**config.mk**
```make
export PLATFORM = sky130hd
export DESIGN_NAME = div_sched
export DESIGN_NICKNAME = d
export VERILOG_FILES = /design/src/rtl/div_pkg.sv /design/src/rtl/rr_arbiter.sv /design/src/rtl/div_sched.sv
export SDC_FILE = /design/constraint.sdc
export NUM_CORES = 1
export LEC_CHECK = 0
export BUFFER_PORTS_ARGS = -buffer_cell sky130_fd_sc_hd__buf_2
export CELL_PAD_IN_SITES_DETAIL_PLACEMENT = 1
export CELL_PAD_IN_SITES_GLOBAL_PLACEMENT = 2
export CORE_MARGIN = 2
export CORE_UTILIZATION = 24
export CTS_CLUSTER_DIAMETER = 150
export DETAILED_ROUTE_END_ITERATION = 7
export PLACE_DENSITY = 0.75
export SETUP_SLACK_MARGIN = 0.3
export SLEW_MARGIN = 20
export SYNTH_ARGS = -nofsm -noshare
export SYNTH_HDL_FRONTEND = slang
export SYNTH_SLANG_ARGS = --single-unit
export TNS_END_PERCENT = 50
```
**constraint.sdc**
```tcl
create_clock -name clk -period 3.4 [get_ports clk]
set_input_delay 0 -clock clk [delete_from_list [all_inputs] [get_ports clk]]
set_output_delay 0 -clock clk [all_outputs]
set_load 0.05 [all_outputs]
```
**src/rtl/div_pkg.sv**
```systemverilog
// ----------------------------------------------------------------------------
// div_pkg
// Shared declarations for the shared-divider scheduler:
//   - DEF_N / DEF_NREQ : default operand width and requester count
//   - state_t          : sequencer states of div_sched
//   - dp_ctrl_t        : bundle of datapath control strobes
// ----------------------------------------------------------------------------
package div_pkg;

   localparam int DEF_N    = 4;
   localparam int DEF_NREQ = 4;

   typedef enum logic [3:0] {
      IDLE,
      LOADQ,
      LOADM,
      SHIFT,
      ALU,
      QBIT,
      CHECK,
      FIX,
      DONE
   } state_t;

   typedef struct packed {
      logic ldq;
      logic ldm;
      logic clra;
      logic ldcnt;
      logic sfta;
      logic sftq;
      logic add;
      logic sub;
      logic qset;
      logic qclr;
      logic decr;
   } dp_ctrl_t;

endpackage

```
**src/rtl/rr_arbiter.sv**
```systemverilog
// ----------------------------------------------------------------------------
// rr_arbiter
// Combinational round-robin pick: the first asserted request found when
// scanning upward from ptr (wrapping at NREQ-1) wins.
// Ports:
//   req     in  NREQ : request vector
//   ptr     in  IW   : highest-priority index for this pick
//   gnt_oh  out NREQ : one-hot winner (0 when no request)
//   gnt_idx out IW   : index of the winner
//   vld     out 1    : at least one request present
// ----------------------------------------------------------------------------
module rr_arbiter #(
   parameter int NREQ = 4,
   parameter int IW   = 2
) (
   input  logic [NREQ-1:0] req,
   input  logic [IW-1:0]   ptr,
   output logic [NREQ-1:0] gnt_oh,
   output logic [IW-1:0]   gnt_idx,
   output logic            vld
);

   logic [IW-1:0] j;

   always_comb begin
      gnt_oh  = '0;
      gnt_idx = '0;
      vld     = 1'b0;
      j       = '0;
      for (int k = 0; k < NREQ; k++) begin
         j = IW'((int'(ptr) + k) % NREQ);
         if (!vld && req[j]) begin
            vld        = 1'b1;
            gnt_oh[j]  = 1'b1;
            gnt_idx    = j;
         end
      end
   end

endmodule

```
**src/rtl/div_sched.sv**
```systemverilog
// ----------------------------------------------------------------------------
// div_sched
// Shared-divider scheduler. Arbitrates NREQ requesters round-robin onto one
// non-restoring divider datapath, sequences its strobes and returns the
// result with a one-hot completion pulse.
// Ports:
//   clk, rst_n         : clock, asynchronous active-low reset
//   req                : level requests, one per requester
//   dividend, divisor  : packed operands, slice i for requester i
//   gnt, done          : one-hot single-cycle grant / completion pulses
//   quot, rem, div0    : result, valid while done != 0
//   dp_data, dp_*      : operand bus and control strobes to the datapath
//   dp_a_neg, dp_eqz   : datapath A sign and counter-zero status
//   dp_a, dp_q         : datapath A (low N bits) and Q registers
// ----------------------------------------------------------------------------
module div_sched
   import div_pkg::*;
#(
   parameter int N    = DEF_N,
   parameter int NREQ = DEF_NREQ
) (
   input  logic              clk,
   input  logic              rst_n,
   input  logic [NREQ-1:0]   req,
   input  logic [NREQ*N-1:0] dividend,
   input  logic [NREQ*N-1:0] divisor,
   output logic [NREQ-1:0]   gnt,
   output logic [NREQ-1:0]   done,
   output logic [N-1:0]      quot,
   output logic [N-1:0]      rem,
   output logic              div0,
   output logic [N-1:0]      dp_data,
   output logic              dp_ldq,
   output logic              dp_ldm,
   output logic              dp_clra,
   output logic              dp_ldcnt,
   output logic              dp_sfta,
   output logic              dp_sftq,
   output logic              dp_add,
   output logic              dp_sub,
   output logic              dp_qset,
   output logic              dp_qclr,
   output logic              dp_decr,
   input  logic              dp_a_neg,
   input  logic              dp_eqz,
   input  logic [N-1:0]      dp_a,
   input  logic [N-1:0]      dp_q
);

   localparam int IW = (NREQ > 1) ? $clog2(NREQ) : 1;

   state_t          state_q, state_d;
   logic [IW-1:0]   ptr_q, ptr_d;
   logic [NREQ-1:0] win_q, win_d;
   logic [N-1:0]    dvd_q, dvd_d;
   logic [N-1:0]    dvs_q, dvs_d;
   logic            div0_q, div0_d;
   logic            sgn_q, sgn_d;

   logic [NREQ-1:0] arb_oh;
   logic [IW-1:0]   arb_idx;
   logic            arb_vld;
   logic [N-1:0]    sel_dvd, sel_dvs;
   dp_ctrl_t        ctrl;

   rr_arbiter #(.NREQ(NREQ), .IW(IW)) u_arb (
      .req     (req),
      .ptr     (ptr_q),
      .gnt_oh  (arb_oh),
      .gnt_idx (arb_idx),
      .vld     (arb_vld)
   );

   // Operand mux driven by the one-hot winner
   always_comb begin
      sel_dvd = '0;
      sel_dvs = '0;
      for (int i = 0; i < NREQ; i++) begin
         if (arb_oh[i]) begin
            sel_dvd = sel_dvd | dividend[i*N +: N];
            sel_dvs = sel_dvs | divisor[i*N +: N];
         end
      end
   end

   always_ff @(posedge clk or negedge rst_n) begin
      if (!rst_n) begin
         state_q <= IDLE;
         ptr_q   <= '0;
         win_q   <= '0;
         dvd_q   <= '0;
         dvs_q   <= '0;
         div0_q  <= 1'b0;
         sgn_q   <= 1'b0;
      end else begin
         state_q <= state_d;
         ptr_q   <= ptr_d;
         win_q   <= win_d;
         dvd_q   <= dvd_d;
         dvs_q   <= dvs_d;
         div0_q  <= div0_d;
         sgn_q   <= sgn_d;
      end
   end

   always_comb begin
      state_d = state_q;
      ptr_d   = ptr_q;
      win_d   = win_q;
      dvd_d   = dvd_q;
      dvs_d   = dvs_q;
      div0_d  = div0_q;
      sgn_d   = sgn_q;

      ctrl    = '0;
      dp_data = '0;
      gnt     = '0;
      done    = '0;
      quot    = '0;
      rem     = '0;
      div0    = 1'b0;

      case (state_q)
         IDLE: begin
            if (arb_vld) begin
               win_d   = arb_oh;
               dvd_d   = sel_dvd;
               dvs_d   = sel_dvs;
               ptr_d   = (arb_idx == IW'(NREQ - 1)) ? '0 : arb_idx + 1'b1;
               div0_d  = (sel_dvs == '0);
               // A zero divisor skips the datapath entirely
               state_d = (sel_dvs == '0) ? DONE : LOADQ;
            end
         end
         LOADQ: begin
            dp_data    = dvd_q;
            ctrl.ldq   = 1'b1;
            ctrl.clra  = 1'b1;
            ctrl.ldcnt = 1'b1;
            gnt        = win_q;
            state_d    = LOADM;
         end
         LOADM: begin
            dp_data  = dvs_q;
            ctrl.ldm = 1'b1;
            state_d  = SHIFT;
         end
         SHIFT: begin
            ctrl.sfta = 1'b1;
            ctrl.sftq = 1'b1;
            // Sign of A before the shift picks add vs subtract next cycle
            sgn_d     = dp_a_neg;
            state_d   = ALU;
         end
         ALU: begin
            ctrl.add = sgn_q;
            ctrl.sub = !sgn_q;
            state_d  = QBIT;
         end
         QBIT: begin
            ctrl.qset = !dp_a_neg;
            ctrl.qclr = dp_a_neg;
            ctrl.decr = 1'b1;
            state_d   = CHECK;
         end
         CHECK: begin
            state_d = dp_eqz ? FIX : SHIFT;
         end
         FIX: begin
            // Restore a negative final remainder
            ctrl.add = dp_a_neg;
            state_d  = DONE;
         end
         DONE: begin
            done = win_q;
            if (div0_q) begin
               gnt  = win_q;
               quot = '1;
               rem  = dvd_q;
               div0 = 1'b1;
            end else begin
               quot = dp_q;
               rem  = dp_a;
            end
            state_d = IDLE;
         end
         default: state_d = IDLE;
      endcase
   end

   assign dp_ldq   = ctrl.ldq;
   assign dp_ldm   = ctrl.ldm;
   assign dp_clra  = ctrl.clra;
   assign dp_ldcnt = ctrl.ldcnt;
   assign dp_sfta  = ctrl.sfta;
   assign dp_sftq  = ctrl.sftq;
   assign dp_add   = ctrl.add;
   assign dp_sub   = ctrl.sub;
   assign dp_qset  = ctrl.qset;
   assign dp_qclr  = ctrl.qclr;
   assign dp_decr  = ctrl.decr;

endmodule

```
# Word-level counts from Yosys, hierarchy flattened
# Cells that the tools add are included.
# Widths: inputs -> output; s select.
[word_totals]
ff_bits = 20
wordCells = 111
output_inout_bits = 32
[classes]
n_addsub = 4
n_mux = 58
eq_ne = 10
n_reduce_logical = 15
bitwise_logic = 9
order_cmp = 8
[op_table]
columns = ["cell", "n"]
rows = [
  ["$mux 4", 20],
  ["$or 4x4->4", 9],
  ["$pmux 4 s8", 1],
  ["$mux 1", 17],
  ["$eq 4x3->1 const B", 4],
  ["$pmux 4 s2", 2],
  ["$mux 2", 7],
  ["$lt 2x3->1 const B", 4],
  ["$bmux 1 s2", 4],
  ["$demux 1 s2", 4],
  ["$eq 4x2->1 const B", 2],
  ["$ge 2x1->1 const B", 4],
  ["$logic_not 4->1", 2],
  ["$logic_and 1x1->1", 7],
  ["$mux 3", 2],
  ["$logic_not 1->1", 5],
  ["$add 2x1->2 const B", 2],
  ["$add 2x2->2 const B", 2],
  ["$eq 4x1->1 const B", 1],
  ["$eq 4x4->1 const B", 1],
  ["$eq 2x2->1 const B", 1],
  ["$ne 2x2->1 const B", 1],
  ["$pmux 1 s2", 1],
  ["$reduce_and 2->1", 1],
]

# Depth between registers and ports, before layout
[depth]
ltp_word = 23
ltp_mapped = 12
mapped_depth_nobuf = 9

# Hierarchy
# Synthesis repeated with hierarchy kept, for this count alone.
[hier_totals]
hier_cells = 182
hier_area_um2 = 1715.4
[modules_own_cells]
columns = ["module", "cells_per_inst", "area_each_um2", "instances", "seq_area_each_um2"]
rows = [
  ["div_sched", 137, 1293.7, 1, 500.5],
  ["rr_arbiter", 45, 421.7, 1, 0.0],
]

# Worst setup path before layout
# Ideal clock, no wire load.
[synth_timing]
path_kind = "register to register"
startpoint = "register with a tool-made name"
endpoint = "register state_q[0]"
t_arrival_ns = 3.363
path_stages_with_launch = 13
synth_period_minus_slack_ns = 3.487
setup_slack_ns = -0.087
cell_sequence = "dfrtp_1 -> clkbuf_1 -> buf_2 -> inv_1 -> ha_1 -> buf_2 -> mux4_2 -> and2_0 -> a311o_1 -> a22o_1 -> a2111oi_2 -> nand4_1 -> o31a_1"
[synth_rtl]
columns = ["element", "line_no", "text"]
rows = [
  ["to (signal assigned)", "div_sched.sv:96", "state_q <= state_d;"],
  ["to (decl)", "div_sched.sv:52", "state_t state_q, state_d;"],
]

==> impl_metrics.json <==
{
  "fin_crit_sh_pct": 90.6,
  "maxCapViolCount": 0,
  "ys_ff_latch": 20,
  "gp_congestion": 0.818,
  "postRouteWirelength_mm": 6.98,
  "min_path_cells": 2,
  "slew_headroom_pct": 42.6,
  "synth_cells": 247,
  "cp_slowest_stage_delay_ns": 0.44,
  "synthArstFlopShare_pct": 100,
  "grt-ovfl-total": 0,
  "cp_slowest_cell": "dfrtp_2",
  "cts_tree": "yes",
  "worstSkewPairLatency_ns": 0.26,
  "hold_class": "in2reg",
  "synth_top_family_by_area": "compound AO/OA/AOI/OAI gates",
  "grt_max_degree": 24,
  "drive_gt1_share_pct": 33.2,
  "ys_types": 46,
  "synth_ff_type": "dfrtp_1",
  "peakVddDrop_v": 0.000377,
  "synthXorXnorAreaFrac_pct": 0.443,
  "outcome": "completed",
  "synth_top_area_share_pct": 25.3,
  "finalSetupTns_ns": 0,
  "ios": 80,
  "crit_type": "reg2reg",
  "yosys.area_share.adder_pct": 3.80,
  "antenna_found_initial": 0,
  "fmax_mhz": 325,
  "path_max_fanout": 9,
  "final_util_pct": 31.7,
  "timing.hold.ws_ns": 0.0181,
  "fin_skew_ns": 0.00240,
  "port_buffers": 79,
  "cp.required_ns": 3.55,
  "setup_viol_count_final": 0,
  "hp-start": "dp_a_neg",
  "reg2reg_depth": 9,
  "nFillCells": 1021,
  "via_per_inst": 5.29,
  "worstPathCellList": "inv_6, ha_4, mux4_2, and2_0, a311o_1, a22o_1, a2111oi_4, nand4_1, o31a_1",
  "grt_pass1_wl_mm": 11.1,
  "synth_compound_area_share_pct": 32.6,
  "drtIter0Drc": 84,
  "die_y_um": 94.8,
  "drv_slew": 0,
  "yosysWarningCount": 0,
  "dp_hpwl_mm": 5.31,
  "grt_pass1_vias": 2146,
  "syn_area_per_cell_um2": 8.00,
  "netlist_area_um2": 1980,
  "synth_fp_nets": 301,
  "rows": 33,
  "synth.area.top_cells": "dfrtp_1 (25%), a22oi_1 (11%), nor2_1 (7.4%)",
  "diodes": 0,
  "first_pass_iters": 4,
  "tightest_slew_ns": 0.855,
  "p_leak_nw": 1.14,
  "initial_core_util_pct": 24.4,
  "start_kind": "flop",
  "ant_nets": 0,
  "end_kind": "flop",
  "r2r_end": "state_q[0]",
  "rsz0062_at_grt": "true",
  "grt.total_usage_pct": 15.4,
  "power_mw": 2.75,
  "wl_per_cell_um": 16.6,
  "crit_arrival_ns": 3.23,
  "fin_nets": 372,
  "vias": 2227,
  "yosys.area_share.simple_pct": 23.9,
  "syn_to_final_growth_pct": 29.7,
  "cts.htree.levels": 1,
  "finalInstanceArea_um2": 2560,
  "clk_pin_slew_worst_paths_ns": 0.07,
  "whs_endpoint": "sgn_q",
  "synth_top_cell_by_area": "dfrtp_1",
  "cts_num_sinks": 20,
  "p_per_area_nw_per_um2": 1070,
  "clock-root-buffer": "clkbuf_8",
  "numCtsBuffers": 3,
  "die_w_um": 94.8,
  "drcViolationCount": 0,
  "cts_buffer_depth": 2,
  "die_area_um2": 8980,
  "post_dp_cell_area_um2": 2450,
  "synth_mux_area_share_pct": 8.04,
  "hold_viol_final": 0,
  "core_um2": 8090,
  "ff2ff_setup_slack_ns": 0.32,
  "seq_area_frac_synth_pct": 25.3,
  "synth_edf_count": 0,
  "min_period_ns": 3.08
}
## through the flow
| step | instances | worst slack [ns] |
|---|---|---|
| after floorplan | 247 | 0.269 |
| after global placement | 414 | 0.275 |
| after detailed placement | 414 | 0.158 |
| after CTS | 421 | 0.340 |
| after global routing | 421 | 0.208 |
| final | 421 | 0.320 |
## per-layer routing
metal | vias up | wire, um | track usage, %
met5 | - | 0 | 0
met4 | 0 | 68 | 2.78
met3 | 6 | 349 | 1.68
met2 | 62 | 3240 | 26.1
met1 | 1081 | 3320 | 21.4
li1 | 1078 | - | -
## layout by cell type, fill, tap and decap left out, types with 2 or more instances in the layout
cell       synthesis  layout
and2_1             3       3
buf_4              3       6
or3_1              2       2
a21oi_1           17      17
a31oi_1            6       5
a2111oi_4          0       3
inv_1              5       4
a311o_1            3       3
nor2b_1            5       5
and2_0             2       2
nand4_1            2       2
ha_1               6       5
a32o_1             4       4
o21ai_0            3       3
a22oi_1           29      29
clkbuf_8           0       3
and3_1             4       4
nor4b_1            3       3
nand2_1           17      17
mux2i_1            8       8
nor4_1             2       2
nand2b_1           5       5
a22o_1             8       8
dfrtp_1           20      19
o22ai_1            2       2
nand3_1            2       2
a211oi_1           2       2
mux2_2             3       3
mux4_2             2       2
buf_2              3      79
nor3_1             6       6
nor2_1            39      39
nand3b_1           2       2
## flip-flops by register name, indices dropped and copies added, names as in the netlist, named ones only
name     cells
sgn_q        1
ptr_q        1
div0_q       1
dvs_q        4
win_q        4
dvd_q        4
state_q      4
## final cells by class
type	count	area, um2	area share (%)
multi-input cells	202	1420	55.2
flip-flops and latches	20	502	19.6
repair buffers	86	450	17.6
clock buffers	3	41.3	1.61
inverters	5	23.8	0.927
well taps	105	131	5.12
## how the worst max path moves through the flow
stage	startpoint	end	slack, ns	cells past startpoint
after floorplan	flop	state_q[0]	0.27	12
after global placement	flop	state_q[0]	0.27	9
after detailed placement	flop	state_q[0]	0.16	9
after CTS	flop	state_q[0]	0.34	9
after global routing	flop	state_q[0]	0.21	9
final	flop	state_q[0]	0.32	9
## logic make-up (layout without fill, tap and decap cells)
family          Yosys count  count (layout)
buf+inv                  25              94
flops                    20              20
xor+xnor                  1               1
compound gates           85              85
simple gates             97              97
fa+ha+maj                 6               6
mux                      13              13
## worst max-delay path, delay by kind of cell, from the launching register on
kind / cells / cell delay [ns]
mux: 1 / 0.37
flops: 1 / 0.44
fa+ha+maj: 1 / 0.32
buf+inv: 1 / 0.06
simple gates: 2 / 0.40
compound gates: 4 / 1.38
## report_power, final
part           total, mW  internal [mW]  switching, mW
registers          0.508          0.362          0.146
clock network      0.157         0.0790         0.0780
logic               2.09          0.770           1.32
## cell usage after synthesis (2+ instances only)
cell type and number:
or3_1 2, dfrtp_1 20, buf_4 3, clkbuf_1 11, a21oi_1 17, nor2_1 39
nand4_1 2, buf_1 2, nor4b_1 3, a311o_1 3, nor2b_1 5, nand3_1 2
nor4_1 2, a2111oi_2 4, a22oi_1 29, a22o_1 8, ha_1 6, a32o_1 4
a211oi_1 2, nand2b_1 5, and2_0 2, mux2i_1 8, o22ai_1 2, o21ai_0 3
nand3b_1 2, and3_1 4, mux2_2 3, buf_2 3, nand2_1 17, mux4_2 2
a31oi_1 6, inv_1 5, nor3_1 6, and2_1 3
## repair_timing
action | in CTS | in global routing
gates resized for setup | 3 | 2
endpoints found under the hold margin | 20 | 0
pin swaps | 1 | 1
setup buffers | 3 | 0
hold buffers | 1 | 0
setup endpoints to repair | 7 | 5
Power figures use the tool's default switching activity.
